$ cat config.mk
export PLATFORM = sky130hd
export DESIGN_NAME = fifo_sync_param
export DESIGN_NICKNAME = d
export VERILOG_FILES = /design/src/rtl/fifo_sync_param.sv
export SDC_FILE = /design/constraint.sdc
export NUM_CORES = 1
export LEC_CHECK = 0
export BUFFER_PORTS_ARGS = -buffer_cell sky130_fd_sc_hd__clkbuf_2
export CAP_MARGIN = 20
export CORE_MARGIN = 2
export CORE_UTILIZATION = 40
export DETAILED_ROUTE_END_ITERATION = 10
export PLACE_DENSITY_LB_ADDON = 0.08
export RECOVER_POWER = 50
export SLEW_MARGIN = 20
export SYNTH_ARGS = -nofsm -noshare
export SYNTH_HDL_FRONTEND = slang
export SYNTH_SLANG_ARGS = --single-unit
$ cat constraint.sdc
create_clock -name clk -period 7.05 [get_ports clk]
set_clock_uncertainty 0.1 [all_clocks]
set_input_delay 0.705 -clock clk [delete_from_list [all_inputs] [get_ports clk]]
set_output_delay 0.705 -clock clk [all_outputs]
set_load 0.05 [all_outputs]
$ cat src/rtl/fifo_sync_param.sv
// rtl/fifo_sync_param.sv - single-clock parameterised FIFO with level and almost flags
//
// Purpose: stores up to DEPTH words of DATA_W bits in strict arrival order. Pointers
// wrap at DEPTH-1 for any DEPTH (power of two not needed). The head word is shown on
// data_out one edge after it is pushed; there is no bypass path.
//
// Ports:
//   clk           in   single clock, rising edge
//   rst           in   asynchronous active-low reset
//   flush         in   synchronous clear of pointers and level
//   data_in       in   write data (DATA_W)
//   data_in_vld   in   write request
//   data_in_rdy   out  space available and not in reset/flush
//   data_out      out  head-of-queue word, zero when empty
//   data_out_vld  out  FIFO holds at least one word
//   data_out_rdy  in   consumer takes data_out
//   level         out  number of stored words (LVL_W)
//   almost_full   out  level >= AF_LEVEL
//   almost_empty  out  level <= AE_LEVEL
module fifo_sync_param #(
    parameter int DATA_W   = 8,
    parameter int DEPTH    = 16,
    parameter int AF_LEVEL = DEPTH - 2,
    parameter int AE_LEVEL = 2,
    localparam int LVL_W   = $clog2(DEPTH + 1)
) (
    input  logic              clk,
    input  logic              rst,
    input  logic              flush,
    input  logic [DATA_W-1:0] data_in,
    input  logic              data_in_vld,
    output logic              data_in_rdy,
    output logic [DATA_W-1:0] data_out,
    output logic              data_out_vld,
    input  logic              data_out_rdy,
    output logic [LVL_W-1:0]  level,
    output logic              almost_full,
    output logic              almost_empty
);

    localparam int PTR_W = $clog2(DEPTH);

    localparam logic [PTR_W-1:0] PTR_LAST  = PTR_W'(DEPTH - 1);
    localparam logic [LVL_W-1:0] LVL_FULL  = LVL_W'(DEPTH);
    localparam logic [LVL_W-1:0] LVL_AF    = LVL_W'(AF_LEVEL);
    localparam logic [LVL_W-1:0] LVL_AE    = LVL_W'(AE_LEVEL);

    // Storage is deliberately left out of reset; only control state is cleared.
    logic [DATA_W-1:0] mem [DEPTH];

    logic [PTR_W-1:0] wr_ptr_q, wr_ptr_d;
    logic [PTR_W-1:0] rd_ptr_q, rd_ptr_d;
    logic [LVL_W-1:0] level_q,  level_d;

    logic wr_en;
    logic rd_en;

    // rst is folded in so that ready rises combinationally on reset release.
    assign data_in_rdy  = rst && !flush && (level_q < LVL_FULL);
    assign data_out_vld = (level_q != '0);
    assign data_out     = data_out_vld ? mem[rd_ptr_q] : '0;
    assign level        = level_q;
    assign almost_full  = (level_q >= LVL_AF);
    assign almost_empty = (level_q <= LVL_AE);

    // wr_en already excludes flush through data_in_rdy.
    assign wr_en = data_in_vld && data_in_rdy;
    assign rd_en = data_out_vld && data_out_rdy;

    always_comb begin
        wr_ptr_d = wr_ptr_q;
        rd_ptr_d = rd_ptr_q;
        level_d  = level_q;
        if (flush) begin
            wr_ptr_d = '0;
            rd_ptr_d = '0;
            level_d  = '0;
        end else begin
            // Explicit wrap compare keeps non-power-of-two depths inside 0..DEPTH-1.
            if (wr_en) begin
                wr_ptr_d = (wr_ptr_q == PTR_LAST) ? '0 : wr_ptr_q + PTR_W'(1);
            end
            if (rd_en) begin
                rd_ptr_d = (rd_ptr_q == PTR_LAST) ? '0 : rd_ptr_q + PTR_W'(1);
            end
            case ({wr_en, rd_en})
                2'b10:   level_d = level_q + LVL_W'(1);
                2'b01:   level_d = level_q - LVL_W'(1);
                default: level_d = level_q;
            endcase
        end
    end

    always_ff @(posedge clk or negedge rst) begin
        if (!rst) begin
            wr_ptr_q <= '0;
            rd_ptr_q <= '0;
            level_q  <= '0;
        end else begin
            wr_ptr_q <= wr_ptr_d;
            rd_ptr_q <= rd_ptr_d;
            level_q  <= level_d;
        end
    end

    always_ff @(posedge clk) begin
        if (wr_en) begin
            mem[wr_ptr_q] <= data_in;
        end
    end

endmodule

==> impl_table.tex <==
\begin{tabular}{lr}
\hline
Metric & Value \\
\hline
\multicolumn{2}{l}{\textbf{Outcome}} \\
\quad Result of the run & finished clean \\
\multicolumn{2}{l}{\textbf{Timing}} \\
\quad Share of the clock period used by the worst path & approximately 52\% \\
\quad Final Hold Vio Count & 0 \\
\quad Minimum period implied by the final worst setup slack & approximately 3.7 ns \\
\quad Slew margin rel. & 28.5\% \\
\quad Worst hold slack across all endpoints & 0.316 ns \\
\quad Transition time at the pin with the least slew margin & 1.06 ns \\
\quad Number of slew-limit violations in the final report & 0 \\
\quad Fmax achieved & 0.272 GHz \\
\quad RSZ-0062 raised after global routing & no \\
\quad Total setup violations reported at the end of the flow & 0 \\
\quad Setup slack after layout & approximately 3.4 ns \\
\quad Setup TNS Final & 0 ns \\
\multicolumn{2}{l}{\textbf{Logic synthesis}} \\
\quad Top cells by area, synth & sky130\_fd\_sc\_hd\_\_edfxtp\_1, sky130\_fd\_sc\_hd\_\_mux4\_2, sky130\_fd\_sc\_hd\_\_dfrtp\_1, sky130\_fd\_sc\_hd\_\_mux2i\_1, sky130\_fd\_sc\_hd\_\_ha\_1 \\
\quad Mean post-synth cell area & 18.2 sq um \\
\quad Dominant synthesized flop cell & sky130\_fd\_sc\_hd\_\_edfxtp\_1 \\
\quad Post-Syn Nets & 347 \\
\quad Post-synthesis sequential area ratio & 70.0\% \\
\quad Area share of the largest cell type after synthesis & roughly 64\% \\
\quad Post-synth ARST share & 9.22\% \\
\quad EDFF count, synth & 128 \\
\quad Post-synthesis sequential element count & 141 \\
\quad Post-Syn Instances & 327 \\
\quad Number of unique standard cell types used by synthesis & 51 \\
\quad Total standard cell area after synthesis & 5960 sq um \\
\quad Number of synthesis warnings & 0 \\
\quad Cell taking the most area after synthesis & sky130\_fd\_sc\_hd\_\_edfxtp\_1 \\
\multicolumn{2}{l}{\textbf{Drt}} \\
\quad Remaining antenna violation count & 0 \\
\quad Total wirelength of the detailed-routed design & 12.2 mm \\
\quad First-iteration detailed-routing DRC count & 280 \\
\quad Drc violations & 0 \\
\quad Count of TritonRoute iterations in the first routing pass & 4 \\
\quad Wire length per cell & 21.9 microns \\
\quad Vias/cell & $\sim$5.6 \\
\quad Number of vias after detailed routing & 3106 \\
\multicolumn{2}{l}{\textbf{Worst setup path}} \\
\quad Arrival time reported for the critical path endpoint & 2.87 ns \\
\quad Number of buffers and inverters on the critical path & 2 \\
\quad Terminus of the critical flop-to-flop path & level[4]\$\_DFFE\_PN0P\_ \\
\quad Sort of element at the start of the critical path & flop \\
\quad Startpoint of the lowest-slack register-to-register path & level[2]\$\_DFFE\_PN0P\_ \\
\quad Worst stage delay on the critical path & 0.75 ns \\
\quad Count of cell instances traversed by the critical path & 5 \\
\quad Reg-to-reg slack, setup & between 3 and 4 ns \\
\quad Kind of cell with the highest combined delay on the critical path & multiplexers \\
\quad Critical path type & reg -> out \\
\quad Worst Reg-to-Reg Cells & 9 \\
\quad Slowest cell on crit path & sky130\_fd\_sc\_hd\_\_dfrtp\_2 \\
\quad Critical path cell sequence & buf\_4 > mux4\_2 > mux2i\_1 > o22ai\_1 > clkbuf\_2 \\
\quad Required arrival time at the worst endpoint & 6.24 ns \\
\quad Worst-path fanout max & 19 \\
\quad CP endpoint kind & output port \\
\multicolumn{2}{l}{\textbf{Power}} \\
\quad Peak VDD IR & approximately 0.37 mV \\
\quad Power density of the placed cells & 392 nW/um\^{}2 \\
\quad Leakage power & 2.25 nW \\
\quad Overall power after layout & 2.69 mW \\
\multicolumn{2}{l}{\textbf{Die}} \\
\quad Core ar. & 14500 sq um \\
\quad Die extent in x & 126 microns \\
\quad Total Die Area & 15900 sq um \\
\quad DIE HEIGHT & $\sim$130 microns \\
\quad Top-Level Pins & 30 \\
\quad Initial Util & 41.0\% \\
\quad Rows & 44 \\
\multicolumn{2}{l}{\textbf{Clock tree}} \\
\quad CTS buffer count & 17 \\
\quad Total number of clock tree sinks & between 100 and 150 \\
\quad CTS max path bufs & 2 \\
\quad Clock-pin slew on the worst setup and hold paths & 0.06 ns \\
\quad Skew-Pair Late Insertion Delay & 0.41 ns \\
\quad H-tree level count & 4 \\
\quad Master cell of the clock root buffer & sky130\_fd\_sc\_hd\_\_clkbuf\_16 \\
\quad CTS tree & built \\
\quad Number of gates resized after cts & 0 \\
\quad Buffers inserted by post-CTS timing repair & 0 \\
\quad Number of buffers inserted by hold repair at cts & 0 \\
\multicolumn{2}{l}{\textbf{Finish}} \\
\quad Non-filler cells, final & between 500 and 600 \\
\quad Final core utilization & 47.2\% \\
\quad Fillers & 1281 \\
\quad Area of all placed cells without fillers & roughly 6900 sq um \\
\quad Final nets & 381 \\
\quad Ant diodes & 0 \\
\quad Share of final-layout standard cells stronger than drive strength 1 & between 20 and 30\% \\
\quad Layout-stage area growth over the synthesis result & 15.2\% \\
\multicolumn{2}{l}{\textbf{Global route}} \\
\quad Number of antenna violations at the first check in global routing & 0 \\
\quad Overall track demand over capacity in global routing & 16.5\% \\
\quad Remaining global-route overflow & 0 \\
\quad Via count of the first global-routing pass & between 3000 and 4000 \\
\quad Maximum number of pins on one net before global-route repair & 35 \\
\quad Wire length of the first global-routing pass & roughly 19 mm \\
\multicolumn{2}{l}{\textbf{Placed design}} \\
\quad Number of buffers added on ports & 29 \\
\quad Post-Place Setup Slack & $\sim$3.7 ns \\
\quad Final GP Congestion & 0.763 \\
\quad HPWL after detailed placement & 7.73 mm \\
\quad Placed cells & roughly 530 \\
\quad Cell area after placement & 6260 sq um \\
\multicolumn{2}{l}{\textbf{Job}} \\
\quad Number of max-cap violations & 0 \\
\multicolumn{2}{l}{\textbf{Worst hold path}} \\
\quad Worst min path class & in -> async \\
\hline
\end{tabular}
-- power by group --
part           leakage [nW]  internal [mW]  total (mW)  switching, mW
Clock                 0.306          0.620       0.939          0.319
Sequential             1.33          0.935       0.999         0.0645
Combinational         0.621          0.261       0.749          0.488
-- layout make-up --
| cell class | count | area [sq um] | area share [%] |
|---|---|---|---|
| clock buffers | 17 | 425 | 6.20 |
| inverters | 6 | 22.5 | 0.328 |
| clock inverters | 15 | 201 | 2.94 |
| well taps | 184 | 230 | 3.35 |
| flip-flops and latches | 141 | 4170 | 60.8 |
| repair buffers | 32 | 156 | 2.28 |
| multi-input cells | 163 | 1660 | 24.1 |
-- registers in the layout (all words and copies together), names as in the netlist --
name / cells
level: 5
mem: 128
rd_ptr_q: 4
wr_ptr_q: 4
-- per-layer routing --
layer	global-route usage (%)	vias to the layer above	part of all wire (%)
met5	0	-	0
met3	3.78	15	5.0
li1	-	1396	-
met2	26.6	84	49
met1	21.9	1611	44
met4	6.53	0	1.7
-- cell families (layout without fill, tap and decap cells) --
kind of cell	after synthesis	count (layout)	share of synthesized area, %
DFF	141	141	70.0
adders and majority gates	7	7	1.47
AOI/OAI and AO/OA	41	41	5.08
muxes	49	49	15.0
buffers and inverters	23	70	2.06
xor gates and xnor gates	3	3	0.441
and+or+nand+nor	63	63	6.03
-- worst register-to-register path: stages, from the launching register on --
cell,delay [ns]
sky130_fd_sc_hd__dfrtp_1,0.52
sky130_fd_sc_hd__or3_1,0.47
sky130_fd_sc_hd__o21ai_0,0.86
sky130_fd_sc_hd__nor2_1,0.17
sky130_fd_sc_hd__xor2_1,0.20
sky130_fd_sc_hd__ha_1,0.23
sky130_fd_sc_hd__o31ai_1,0.29
sky130_fd_sc_hd__nand2_1,0.10
sky130_fd_sc_hd__or4_1,0.40
sky130_fd_sc_hd__a31oi_1,0.14
-- worst max path at each step --
stage	startpoint	endpoint	slack, ns
floorplan	level[1]$_DFFE_PN0P_	data_out[6]	3.73
global placement	rd_ptr_q[0]$_DFFE_PN0P_	data_out[6]	3.75
detailed placement	rd_ptr_q[0]$_DFFE_PN0P_	data_out[6]	3.73
CTS	rd_ptr_q[0]$_DFFE_PN0P_	data_out[6]	3.28
global route	level[2]$_DFFE_PN0P_	level[4]$_DFFE_PN0P_	3.07
finish	rd_ptr_q[0]$_DFFE_PN0P_	data_out[6]	3.38
-- cell usage after synthesis, types with 2 or more instances --
cell type and count:
sky130_fd_sc_hd__edfxtp_1 128, sky130_fd_sc_hd__mux4_2 32, sky130_fd_sc_hd__mux2i_1 16, sky130_fd_sc_hd__nand2_1 15, sky130_fd_sc_hd__and2_1 13, sky130_fd_sc_hd__dfrtp_1 13
sky130_fd_sc_hd__a21oi_1 10, sky130_fd_sc_hd__nor2_1 8, sky130_fd_sc_hd__o22ai_1 8, sky130_fd_sc_hd__ha_1 7, sky130_fd_sc_hd__buf_4 6, sky130_fd_sc_hd__inv_1 6
sky130_fd_sc_hd__o21ai_0 6, sky130_fd_sc_hd__and3_1 5, sky130_fd_sc_hd__buf_2 4, sky130_fd_sc_hd__clkbuf_1 4, sky130_fd_sc_hd__nor3_1 4, sky130_fd_sc_hd__nand3_1 3
sky130_fd_sc_hd__nor3b_1 2, sky130_fd_sc_hd__o2111ai_1 2, sky130_fd_sc_hd__o31ai_1 2, sky130_fd_sc_hd__or2_2 2, sky130_fd_sc_hd__or4_1 2, sky130_fd_sc_hd__xor2_1 2
-- cells in the final DEF, fill, tap and decap left out, drive strengths merged, types with 3 or more instances in the layout --
cell type  count
or4            3
a21oi         11
clkbuf        46
and3           5
buf            3
nand3          3
ha             7
nor3           5
mux4          32
o21ai          7
clkinv         9
nand2         15
dfrtp         13
bufinv         5
inv            6
and2          13
nor2           8
o22ai          8
edfxtp       128
mux2i         16
Power figures use the tool's default switching activity.
